--- src/rtl/serdes_arb_pkg.sv ---
// Shared types, TileLink opcode constants and beat-count helpers for the serial-link flit arbiter.
package serdes_arb_pkg;

  localparam int NUM_CH       = 5;
  localparam int BEAT_BYTES   = 8;
  localparam int MAX_LOG_SIZE = 6;
  localparam int BEAT_LOG     = $clog2(BEAT_BYTES);
  localparam int CNT_W        = MAX_LOG_SIZE - BEAT_LOG;

  typedef enum logic [2:0] {
    CH_A = 3'd0,
    CH_B = 3'd1,
    CH_C = 3'd2,
    CH_D = 3'd3,
    CH_E = 3'd4
  } chan_e;

  typedef enum logic [0:0] {
    ST_IDLE = 1'b0,
    ST_BUSY = 1'b1
  } state_e;

  localparam logic [2:0] OP_A_PUT_FULL       = 3'd0;
  localparam logic [2:0] OP_A_LOGICAL        = 3'd3;
  localparam logic [2:0] OP_C_ACCESS_ACK_DAT = 3'd1;
  localparam logic [2:0] OP_C_PROBE_ACK_DAT  = 3'd5;
  localparam logic [2:0] OP_C_RELEASE_DATA   = 3'd7;
  localparam logic [2:0] OP_D_ACCESS_ACK_DAT = 3'd1;
  localparam logic [2:0] OP_D_GRANT_DATA     = 3'd5;

  function automatic logic has_data(input logic [2:0] chan, input logic [2:0] opcode);
    logic hd;
    hd = 1'b0;
    case (chan)
      CH_A, CH_B: hd = (opcode >= OP_A_PUT_FULL) && (opcode <= OP_A_LOGICAL);
      CH_C:       hd = (opcode == OP_C_ACCESS_ACK_DAT) || (opcode == OP_C_PROBE_ACK_DAT) ||
                       (opcode == OP_C_RELEASE_DATA);
      CH_D:       hd = (opcode == OP_D_ACCESS_ACK_DAT) || (opcode == OP_D_GRANT_DATA);
      default:    hd = 1'b0;
    endcase
    return hd;
  endfunction

  // Oversized messages saturate at the largest burst rather than wrapping the counter.
  function automatic logic [CNT_W:0] num_beats(input logic hd, input logic [3:0] size);
    logic [CNT_W:0] b;
    b = (CNT_W+1)'(1);
    if (hd && (size > 4'(BEAT_LOG))) begin
      if (size > 4'(MAX_LOG_SIZE)) b = (CNT_W+1)'(1) << CNT_W;
      else                         b = (CNT_W+1)'(1) << (size - 4'(BEAT_LOG));
    end
    return b;
  endfunction

endpackage

--- src/rtl/serdes_rr_pick.sv ---
// Combinational round-robin picker: first requester at or after prio, wrapping modulo NUM_CH.
module serdes_rr_pick
  import serdes_arb_pkg::*;
(
  input  logic [NUM_CH-1:0] req,
  input  logic [2:0]        prio,
  output logic [2:0]        gnt_idx,
  output logic              any
);

  logic [3:0] w_idx;
  logic       w_found;

  always_comb begin
    gnt_idx = 3'd0;
    w_found = 1'b0;
    w_idx   = 4'd0;
    any     = |req;
    for (int k = 0; k < NUM_CH; k++) begin
      w_idx = {1'b0, prio} + 4'(k);
      if (w_idx >= 4'(NUM_CH)) w_idx = w_idx - 4'(NUM_CH);
      if (!w_found && req[w_idx[2:0]]) begin
        w_found = 1'b1;
        gnt_idx = w_idx[2:0];
      end
    end
  end

endmodule

--- src/rtl/serdes_flit_arbiter.sv ---
// Round-robin arbiter with message locking that merges the five TileLink channels onto one link.
// Optional simulation checks are enabled by defining SERDES_FLIT_ARBITER_ASSERT_EN.
module serdes_flit_arbiter
  import serdes_arb_pkg::*;
(
  input  logic                 clock,
  input  logic                 reset,
  input  logic [NUM_CH-1:0]    in_valid,
  output logic [NUM_CH-1:0]    in_ready,
  input  logic [NUM_CH*3-1:0]  in_opcode,
  input  logic [NUM_CH*3-1:0]  in_param,
  input  logic [NUM_CH*4-1:0]  in_size,
  input  logic [NUM_CH*4-1:0]  in_source,
  input  logic [NUM_CH*32-1:0] in_address,
  input  logic [NUM_CH*64-1:0] in_data,
  input  logic [NUM_CH-1:0]    in_corrupt,
  input  logic [NUM_CH*8-1:0]  in_union,
  output logic                 out_valid,
  input  logic                 out_ready,
  output logic [2:0]           out_chanId,
  output logic [2:0]           out_opcode,
  output logic [2:0]           out_param,
  output logic [3:0]           out_size,
  output logic [3:0]           out_source,
  output logic [31:0]          out_address,
  output logic [63:0]          out_data,
  output logic                 out_corrupt,
  output logic [7:0]           out_union,
  output logic                 busy
);

  // Handshake: a flit transfers on out_valid & out_ready; once offered it stays stable until
  // it transfers, and only the granted channel sees in_ready, in that same cycle.
  state_e         r_state;
  logic [2:0]     r_grant;
  logic [2:0]     r_prio;
  logic [CNT_W:0] r_beats_left;

  logic [2:0]     w_pick_idx;
  logic           w_pick_any;
  logic [2:0]     w_grant;
  logic           w_sel_valid;
  logic           w_fire;
  logic [CNT_W:0] w_beats;
  logic [2:0]     w_next_prio;

  serdes_rr_pick u_pick (
    .req     (in_valid),
    .prio    (r_prio),
    .gnt_idx (w_pick_idx),
    .any     (w_pick_any)
  );

  assign w_grant = (r_state == ST_IDLE) ? w_pick_idx : r_grant;

  always_comb begin
    w_sel_valid = 1'b0;
    out_opcode  = '0;
    out_param   = '0;
    out_size    = '0;
    out_source  = '0;
    out_address = '0;
    out_data    = '0;
    out_corrupt = 1'b0;
    out_union   = '0;
    for (int i = 0; i < NUM_CH; i++) begin
      if (w_grant == 3'(i)) begin
        w_sel_valid = in_valid[i];
        out_opcode  = in_opcode[3*i +: 3];
        out_param   = in_param[3*i +: 3];
        out_size    = in_size[4*i +: 4];
        out_source  = in_source[4*i +: 4];
        out_address = in_address[32*i +: 32];
        out_data    = in_data[64*i +: 64];
        out_corrupt = in_corrupt[i];
        out_union   = in_union[8*i +: 8];
      end
    end
  end

  assign out_valid   = (r_state == ST_IDLE) ? w_pick_any : w_sel_valid;
  assign out_chanId  = w_grant;
  assign busy        = (r_state == ST_BUSY);
  assign w_fire      = out_valid & out_ready;
  assign w_beats     = num_beats(has_data(w_grant, out_opcode), out_size);
  assign w_next_prio = (w_grant == 3'(NUM_CH-1)) ? 3'd0 : w_grant + 3'd1;

  always_comb begin
    for (int i = 0; i < NUM_CH; i++)
      in_ready[i] = !reset && out_ready && out_valid && (w_grant == 3'(i));
  end

  // A backpressured offer also locks, so the picker cannot swap the flit before it transfers.
  always_ff @(posedge clock) begin
    if (reset) begin
      r_state      <= ST_IDLE;
      r_grant      <= 3'd0;
      r_prio       <= 3'd0;
      r_beats_left <= '0;
    end else begin
      case (r_state)
        ST_IDLE: begin
          if (out_valid) begin
            if (w_fire && (w_beats == (CNT_W+1)'(1))) begin
              r_prio <= w_next_prio;
            end else begin
              r_state      <= ST_BUSY;
              r_grant      <= w_grant;
              r_beats_left <= w_fire ? (w_beats - (CNT_W+1)'(1)) : w_beats;
            end
          end
        end
        ST_BUSY: begin
          if (w_fire) begin
            r_beats_left <= r_beats_left - (CNT_W+1)'(1);
            if (r_beats_left == (CNT_W+1)'(1)) begin
              r_state <= ST_IDLE;
              r_prio  <= w_next_prio;
            end
          end
        end
        default: r_state <= ST_IDLE;
      endcase
    end
  end

`ifdef SERDES_FLIT_ARBITER_ASSERT_EN
  logic w_size_bad;
  always_comb begin
    w_size_bad = 1'b0;
    for (int i = 0; i < NUM_CH; i++)
      if (in_valid[i] && (in_size[4*i +: 4] > 4'(MAX_LOG_SIZE))) w_size_bad = 1'b1;
  end

  a_hold_stable: assert property (@(posedge clock) disable iff (reset)
    (r_state == ST_BUSY && out_valid && !out_ready) |=>
      (out_valid && $stable(out_chanId) && $stable(out_opcode) && $stable(out_param) &&
       $stable(out_size) && $stable(out_source) && $stable(out_address) &&
       $stable(out_data) && $stable(out_corrupt) && $stable(out_union)));
  a_size_legal: assert property (@(posedge clock) disable iff (reset) !w_size_bad);
  a_ready_onehot: assert property (@(posedge clock) disable iff (reset) $onehot0(in_ready));
  a_grant_range: assert property (@(posedge clock) disable iff (reset)
    !(w_fire && (w_grant >= 3'(NUM_CH))));
`endif

endmodule

--- config.mk ---
export PLATFORM = sky130hd
export DESIGN_NAME = serdes_flit_arbiter
export DESIGN_NICKNAME = d
export VERILOG_FILES = /design/src/rtl/serdes_arb_pkg.sv /design/src/rtl/serdes_rr_pick.sv /design/src/rtl/serdes_flit_arbiter.sv
export SDC_FILE = /design/constraint.sdc
export NUM_CORES = 1
export LEC_CHECK = 0
export CAP_MARGIN = 20
export CORE_AREA = 2 2 287 289
export CTS_CLUSTER_SIZE = 8
export DETAILED_ROUTE_END_ITERATION = 6
export DIE_AREA = 0 0 289 291
export PLACE_DENSITY = 0.3
export SYNTH_ARGS = -nofsm -noshare
export SYNTH_HDL_FRONTEND = slang
export SYNTH_SLANG_ARGS = --single-unit
export TNS_END_PERCENT = 1
--- constraint.sdc ---
create_clock -name clock -period 8.5 [get_ports clock]
set_input_delay 1.275 -clock clock [delete_from_list [all_inputs] [get_ports clock]]
set_output_delay 1.275 -clock clock [all_outputs]
set_load 0.05 [all_outputs]
After elaboration in Yosys (flattened, before gate mapping)
Cells that the tools add are included.
W data, S select, Z words.
{"block": "word_totals", "wordCells": 166, "in_bits": 603, "out_inout_bits": 129, "register_bits": 11}
{"block": "classes", "bitwise_logic": 3, "n_eq_ne": 14, "mux": 90, "n_addsub": 13, "n_reduce_logical": 27, "n_lt_le_gt_ge": 14, "n_shift": 1}
{"operator": "$mux W64", "count": 5}
{"operator": "$mux W32", "count": 5}
{"operator": "$mux W3", "count": 26}
{"operator": "$mux W4", "count": 16}
{"operator": "$mux W8", "count": 5}
{"operator": "$mux W1", "count": 24}
{"operator": "$lt A3 B4 Y1 const B", "count": 5}
{"operator": "$ge A4 B3 Y1 const B", "count": 4}
{"operator": "$bmux W1 S3", "count": 5}
{"operator": "$sub A3 B3 Y3 const B", "count": 5}
{"operator": "$logic_and A1 B1 Y1", "count": 14}
{"operator": "$eq A3 B3 Y1 const B", "count": 3}
{"operator": "$add A3 B2 Y4 const B", "count": 2}
{"operator": "$eq A4 B1 Y1 const B", "count": 2}
{"operator": "$pmux W4 S2", "count": 1}
{"operator": "$sub A4 B1 Y4 const B", "count": 2}
{"operator": "$eq A3 B1 Y1 const B", "count": 2}
{"operator": "$eq A3 B2 Y1 const B", "count": 2}
{"operator": "$ne A2 B1 Y1 const B", "count": 3}
{"operator": "$pmux W3 S2", "count": 1}
{"operator": "$reduce_and A3 Y1", "count": 2}
{"operator": "$logic_not A1 Y1", "count": 5}
{"operator": "$reduce_or A5 Y1", "count": 1}
{"operator": "$add A3 B1 Y4 const B", "count": 1}
{"operator": "other kinds (18)", "count": 21}

Depth between registers and ports, before layout
{"block": "logic_depth", "depth_word": 35, "depth_mapped": 35, "ltp_nobuf": 33}

Modules after synthesis
A second synthesis with hierarchy kept.
{"block": "hier_totals", "hier_cells": 903, "hier_area_um2": 6084.6}
{"module": "serdes_flit_arbiter", "cells_per_inst": 764, "area_per_inst_um2": 5017.3, "instances": 1, "seq_area_each_um2": 220.2}
{"module": "serdes_rr_pick", "cells_per_inst": 139, "area_per_inst_um2": 1067.3, "instances": 1, "seq_area_each_um2": 0.0}

Worst setup path after synthesis
OpenSTA, ideal clock, no wires.
{"block": "synth_timing", "kind": "input -> register", "from": "input in_valid[2]", "to": "register r_prio[0]", "path_stages": 27, "t_required_ns": 8.377, "path_slack_ns": 0.255, "n_path_buf": 2, "arrival_ns": 8.122, "setup_time_ns": 0.123, "path_cell_list": "buf_2 mux2_4 o2111a_1 o21a_1 or2_4 nand4bb_4 a211oi_1 a221oi_1 o211ai_1 o21a_1 ha_1 clkbuf_1 a221o_1 o21ai_0 o21ai_0 nor2_1 a21oi_1 ha_1 or3b_2 mux2i_1 or3_4 o31ai_1 ha_1 or4b_4 o21ai_1 o21a_2 mux2_1"}
{"block": "synth_between", "word_cells_on_any_way": 81, "classes_between": "2 x add/sub; 4 x order compare; 11 x eq/ne; 1 x shift; 45 x mux; 1 x bitwise; 17 x reduce/logical"}
{"element": "from (decl)", "line": "serdes_flit_arbiter.sv:8", "source": "input logic [NUM_CH-1:0] in_valid,"}
{"element": "$bmux W1 S3", "line": "serdes_rr_pick.sv:22", "source": "if (!w_found && req[w_idx[2:0]]) begin"}
{"element": "$mux W1 (implied by the code)", "line": "serdes_rr_pick.sv:22"}
{"element": "$mux W1", "line": "serdes_rr_pick.sv:22"}
{"element": "$logic_not A1 Y1", "line": "serdes_rr_pick.sv:22"}
{"element": "$logic_and A1 B1 Y1", "line": "serdes_rr_pick.sv:22"}
{"element": "$mux W1", "line": "serdes_rr_pick.sv:22"}
{"element": "$logic_not A1 Y1", "line": "serdes_rr_pick.sv:22"}
{"element": "$logic_and A1 B1 Y1", "line": "serdes_rr_pick.sv:22"}
{"element": "(+8 left out)"}
{"element": "net out_chanId[0]", "line": "serdes_flit_arbiter.sv:20", "source": "output logic [2:0] out_chanId,"}
{"element": "(+6 left out)"}
{"element": "net out_size[1]", "line": "serdes_flit_arbiter.sv:23", "source": "output logic [3:0] out_size,"}
{"element": "$sub A4 B2 Y4", "line": "serdes_arb_pkg.sv:50", "source": "else b = (CNT_W+1)'(1) << (size - 4'(BEAT_LOG));"}
{"element": "$shl A1 B4 Y4", "line": "serdes_arb_pkg.sv:50"}
{"element": "$mux W4", "line": "serdes_arb_pkg.sv:49", "source": "if (size > 4'(MAX_LOG_SIZE)) b = (CNT_W+1)'(1) << CNT_W;"}
{"element": "$mux W4 (*)", "line": "serdes_arb_pkg.sv:48", "source": "if (hd && (size > 4'(BEAT_LOG))) begin"}
{"element": "$eq A4 B1 Y1 (*)", "line": "serdes_flit_arbiter.sv:104", "source": "if (w_fire && (w_beats == (CNT_W+1)'(1))) begin"}
{"element": "$logic_and A1 B1 Y1 (*)", "line": "serdes_flit_arbiter.sv:104"}
{"element": "$ne A2 B1 Y1 (no source line) (*)"}
{"element": "$reduce_and A4 Y1 (no source line) (*)"}
{"element": "to (signal assigned)", "line": "serdes_flit_arbiter.sv:105", "source": "r_prio <= w_next_prio;"}
{"element": "to (signal assigned)", "line": "serdes_flit_arbiter.sv:118", "source": "r_prio <= w_next_prio;"}
{"element": "to (decl)", "line": "serdes_flit_arbiter.sv:36", "source": "logic [2:0] r_prio;"}
The timed path passes the listed nets; every way through them passes the cells marked *. The select of a mux whose other input is x is not followed.
A chain may end at the register's enable or synchronous reset.

Worst setup path in the final report
{"block": "layout_timing", "from": "input in_valid[3]", "to": "output out_data[34]"}
{"block": "layout_between", "elab_chain_cells": 22, "word_cells_on_any_way": 38, "classes_between": "4 x eq/ne; 25 x mux; 9 x reduce/logical"}
{"element": "$bmux W1 S3", "line": "serdes_rr_pick.sv:22"}
{"element": "$mux W1 (implied by the code)", "line": "serdes_rr_pick.sv:22"}
{"element": "$mux W1", "line": "serdes_rr_pick.sv:22"}
{"element": "$logic_not A1 Y1", "line": "serdes_rr_pick.sv:22"}
{"element": "$logic_and A1 B1 Y1", "line": "serdes_rr_pick.sv:22"}
{"element": "$mux W1", "line": "serdes_rr_pick.sv:22"}
{"element": "$logic_not A1 Y1", "line": "serdes_rr_pick.sv:22"}
{"element": "$logic_and A1 B1 Y1", "line": "serdes_rr_pick.sv:22"}
{"element": "(+3 left out)"}
{"element": "$mux W1", "line": "serdes_rr_pick.sv:22"}
{"element": "$logic_not A1 Y1", "line": "serdes_rr_pick.sv:22"}
{"element": "$logic_and A1 B1 Y1", "line": "serdes_rr_pick.sv:22"}
{"element": "$mux W3 (*)", "line": "serdes_rr_pick.sv:22"}
{"element": "$mux W3 (*)", "line": "serdes_flit_arbiter.sv:54", "source": "assign w_grant = (r_state == ST_IDLE) ? w_pick_idx : r_grant;"}
{"element": "$logic_not A3 Y1", "line": "serdes_flit_arbiter.sv:67", "source": "if (w_grant == 3'(i)) begin"}
{"element": "$mux W64 (4 in a row)", "line": "serdes_flit_arbiter.sv:67"}
{"element": "$mux W64 (*)", "line": "serdes_flit_arbiter.sv:67"}
{"element": "to (decl)", "line": "serdes_flit_arbiter.sv:26", "source": "output logic [63:0] out_data,"}
Every way passes the cells marked *; elsewhere a longest branch is shown, timed or not. The select of a mux whose other input is x is not followed.

==> impl_metrics.ini <==
[die]
ios = 732
placementRows = 105
die_area_sq_um = 84100
initial_core_util = 0.0806
die_h_microns = 291
core_sq_um = 81200
die_w_microns = 289

[routing]
via_per_inst = 4.07
routed_wl_microns = 68600
drc = 0
vias = 11800
drtPass1Iterations = 7
post_drt_wl_per_cell_microns = 23.7
first_iter_violations = 663
ant_nets = 0

[finish]
nFillCells = 9196
instances_no_fill = 2900
final_nets = 2449
drive_gt1_frac = 0.114
final_common_cell = clkdlybuf4s50_1
syn_to_final_growth_pct = 144
mostFrequentLayoutCells = 617 x clkdlybuf4s50_1, 148 x nand2_1, 144 x nor2_1

[sta]
setup_viol = 0
tightest_slew_ps = 975
drv_slew = 0
max_freq_mhz = 122
slew_headroom = 0.349
timing.hold.ws_ps = 459
min_period_ps = 8160
tns_ps = 0
skew_ps = 0.763
rsz0062_at_grt = no
finalCritPeriodShare = 0.961
hold_viol = 0

[cts]
cts_root_buf = clkbuf_16
cts_buffers = 3
post_cts_buffers = 0
worstSkewPairLatency_ps = 240
tritoncts = built
postCtsHoldBufs = 0
cts_buffer_depth = 2
cts_resized = 0
cts.sinks = 11
h-tree-depth = 1
clk_pin_slew_ps = 40

[setup_path]
worstPathCellList = clkdlybuf4s50_1 -> nand3b_1 -> o2111a_1 -> o21a_1 -> or2_4 -> nand4bb_4 -> a211oi_1 -> a22oi_1 -> nand3_1 -> o21ai_0 -> inv_1 -> ha_1 -> buf_4 -> o2111a_4 -> buf_12 -> a221oi_1 -> nor3_1 -> buf_4 -> a21oi_1 -> o21ai_0 -> buf_12
slowest_delay_ps = 570
crit_type = in -> out
critPathArrivalTime_ps = 6890
worstSetupStartpointType = input port
crit_cells = 21
critPathRequiredTime_ps = 7220
r2r_end = r_prio[0]
path_buf_inv = 6
path_delay_family = compound AO/OA/AOI/OAI gates
crit_path_top_delay_cell = clkdlybuf4s50_1
rrSetupSlack_ps = 980
cp_max_fo = 25
worst_r2r_path_depth = 29
crit-reg2reg-launch = r_prio[2]
end_kind = primary output

[hold_path]
min_from = r_grant[0]
whs_path_depth = 2
whs_endpoint = r_grant[0]
hold_path.class = reg -> reg

[yosys]
seq_area_frac_synth = 0.0337
ys_seq_elements = 11
synth_fp_nets = 1771
yosysUniqueCellTypes = 71
synth_edf_count = 0
yosys.area.top_type = a221oi_1
synth_ff_type = dfxtp_1
async_flop_share = 0
synth.top_cell.area_share = 0.158
synthesis.area_sq_um = 6540
synthTopCellsByArea = a221oi_1 16%, a21oi_1 10%, o21ai_0 9.8%
ys_warn_count = 0
synth_area_per_cell_sq_um = 5.70
syn_inst = 1148

[placed_design]
dp_cells = 2891
io_buffers = 731
dp_hpwl_microns = 58200
place_congestion = 0.915

[status]
outcome = finished, final reports clean

[grt]
grtUsageTotal = 0.154
grt_max_degree = 104
overflow = 0
antenna_found_initial = 23
grt_pass1_vias = 12100
grt_pass1_wl_microns = 93300

[job]
cap_violations = 0
[synth_stat cells (6+ instances only)]
| cell type | number |
|---|---|
| o31ai_1 | 6 |
| mux2i_1 | 17 |
| buf_1 | 6 |
| nand2b_1 | 10 |
| a21oi_1 | 136 |
| buf_2 | 14 |
| nand3_1 | 10 |
| a31oi_1 | 12 |
| clkbuf_1 | 101 |
| o21ai_0 | 128 |
| dfxtp_1 | 11 |
| a221o_1 | 7 |
| nand2_1 | 148 |
| nor2_1 | 146 |
| nor2b_1 | 7 |
| nor3_1 | 122 |
| inv_1 | 24 |
| ha_1 | 19 |
| and3_1 | 6 |
| a221oi_1 | 118 |
[worst min-delay path, delay by kind of cell, from the launching register on]
family	cells	cell delay [ps]
simple gates	1	50
mux	1	50
flops	1	300
[through the flow]
step	worst slack (ps)	cell area [sq um]	util
6_report	336	16000	0.197
5_1_grt	3.87	16000	0.196
4_1_cts	412	15900	0.196
3_5_place_dp	473	15900	0.195
3_3_place_gp	571	15900	0.195
2_1_floorplan	255	6540	-
[how the worst max path moves through the flow]
stage | start | endpoint
floorplan | in_valid[2] | r_prio[0]
global placement | in_valid[1] | out_data[4]
detailed placement | in_valid[3] | out_data[4]
CTS | in_valid[3] | out_data[34]
global route | in_valid[1] | out_data[0]
finish | in_valid[3] | out_data[34]
[kinds of logic after synthesis]
logic type / after synthesis / synth area share
simple gates: 482 / 0.334
fa+ha+maj: 20 / 0.0394
buf+inv: 150 / 0.0929
xor+xnor: 5 / 0.00669
mux: 24 / 0.0403
flops: 11 / 0.0337
compound gates: 456 / 0.453
[state kept, by name (all words and copies together) (netlist names)]
signal,cells
busy,1
r_beats_left,4
r_prio,3
r_grant,3
[cell type report]
type | instances | area (sq um) | area share
multi-input combinational | 987 | 5770 | 0.362
antenna | 5 | 12.5 | 0.000784
timing repair buffer | 798 | 8440 | 0.529
clock buffer | 4 | 78.8 | 0.00494
inverter | 25 | 98.8 | 0.00619
tap | 1070 | 1340 | 0.0839
sequential | 11 | 220 | 0.0138
[per-layer routing]
metal	global-route usage	up-vias	wire length, microns
met3	0.0438	57	5440
met4	0.0166	26	770
li1	-	5682	-
met5	0	-	166
met2	0.273	468	33900
met1	0.189	5569	28400
Power is not shown: default switching activity piles up to over one toggle a cycle in this logic, so the estimate is an artifact.
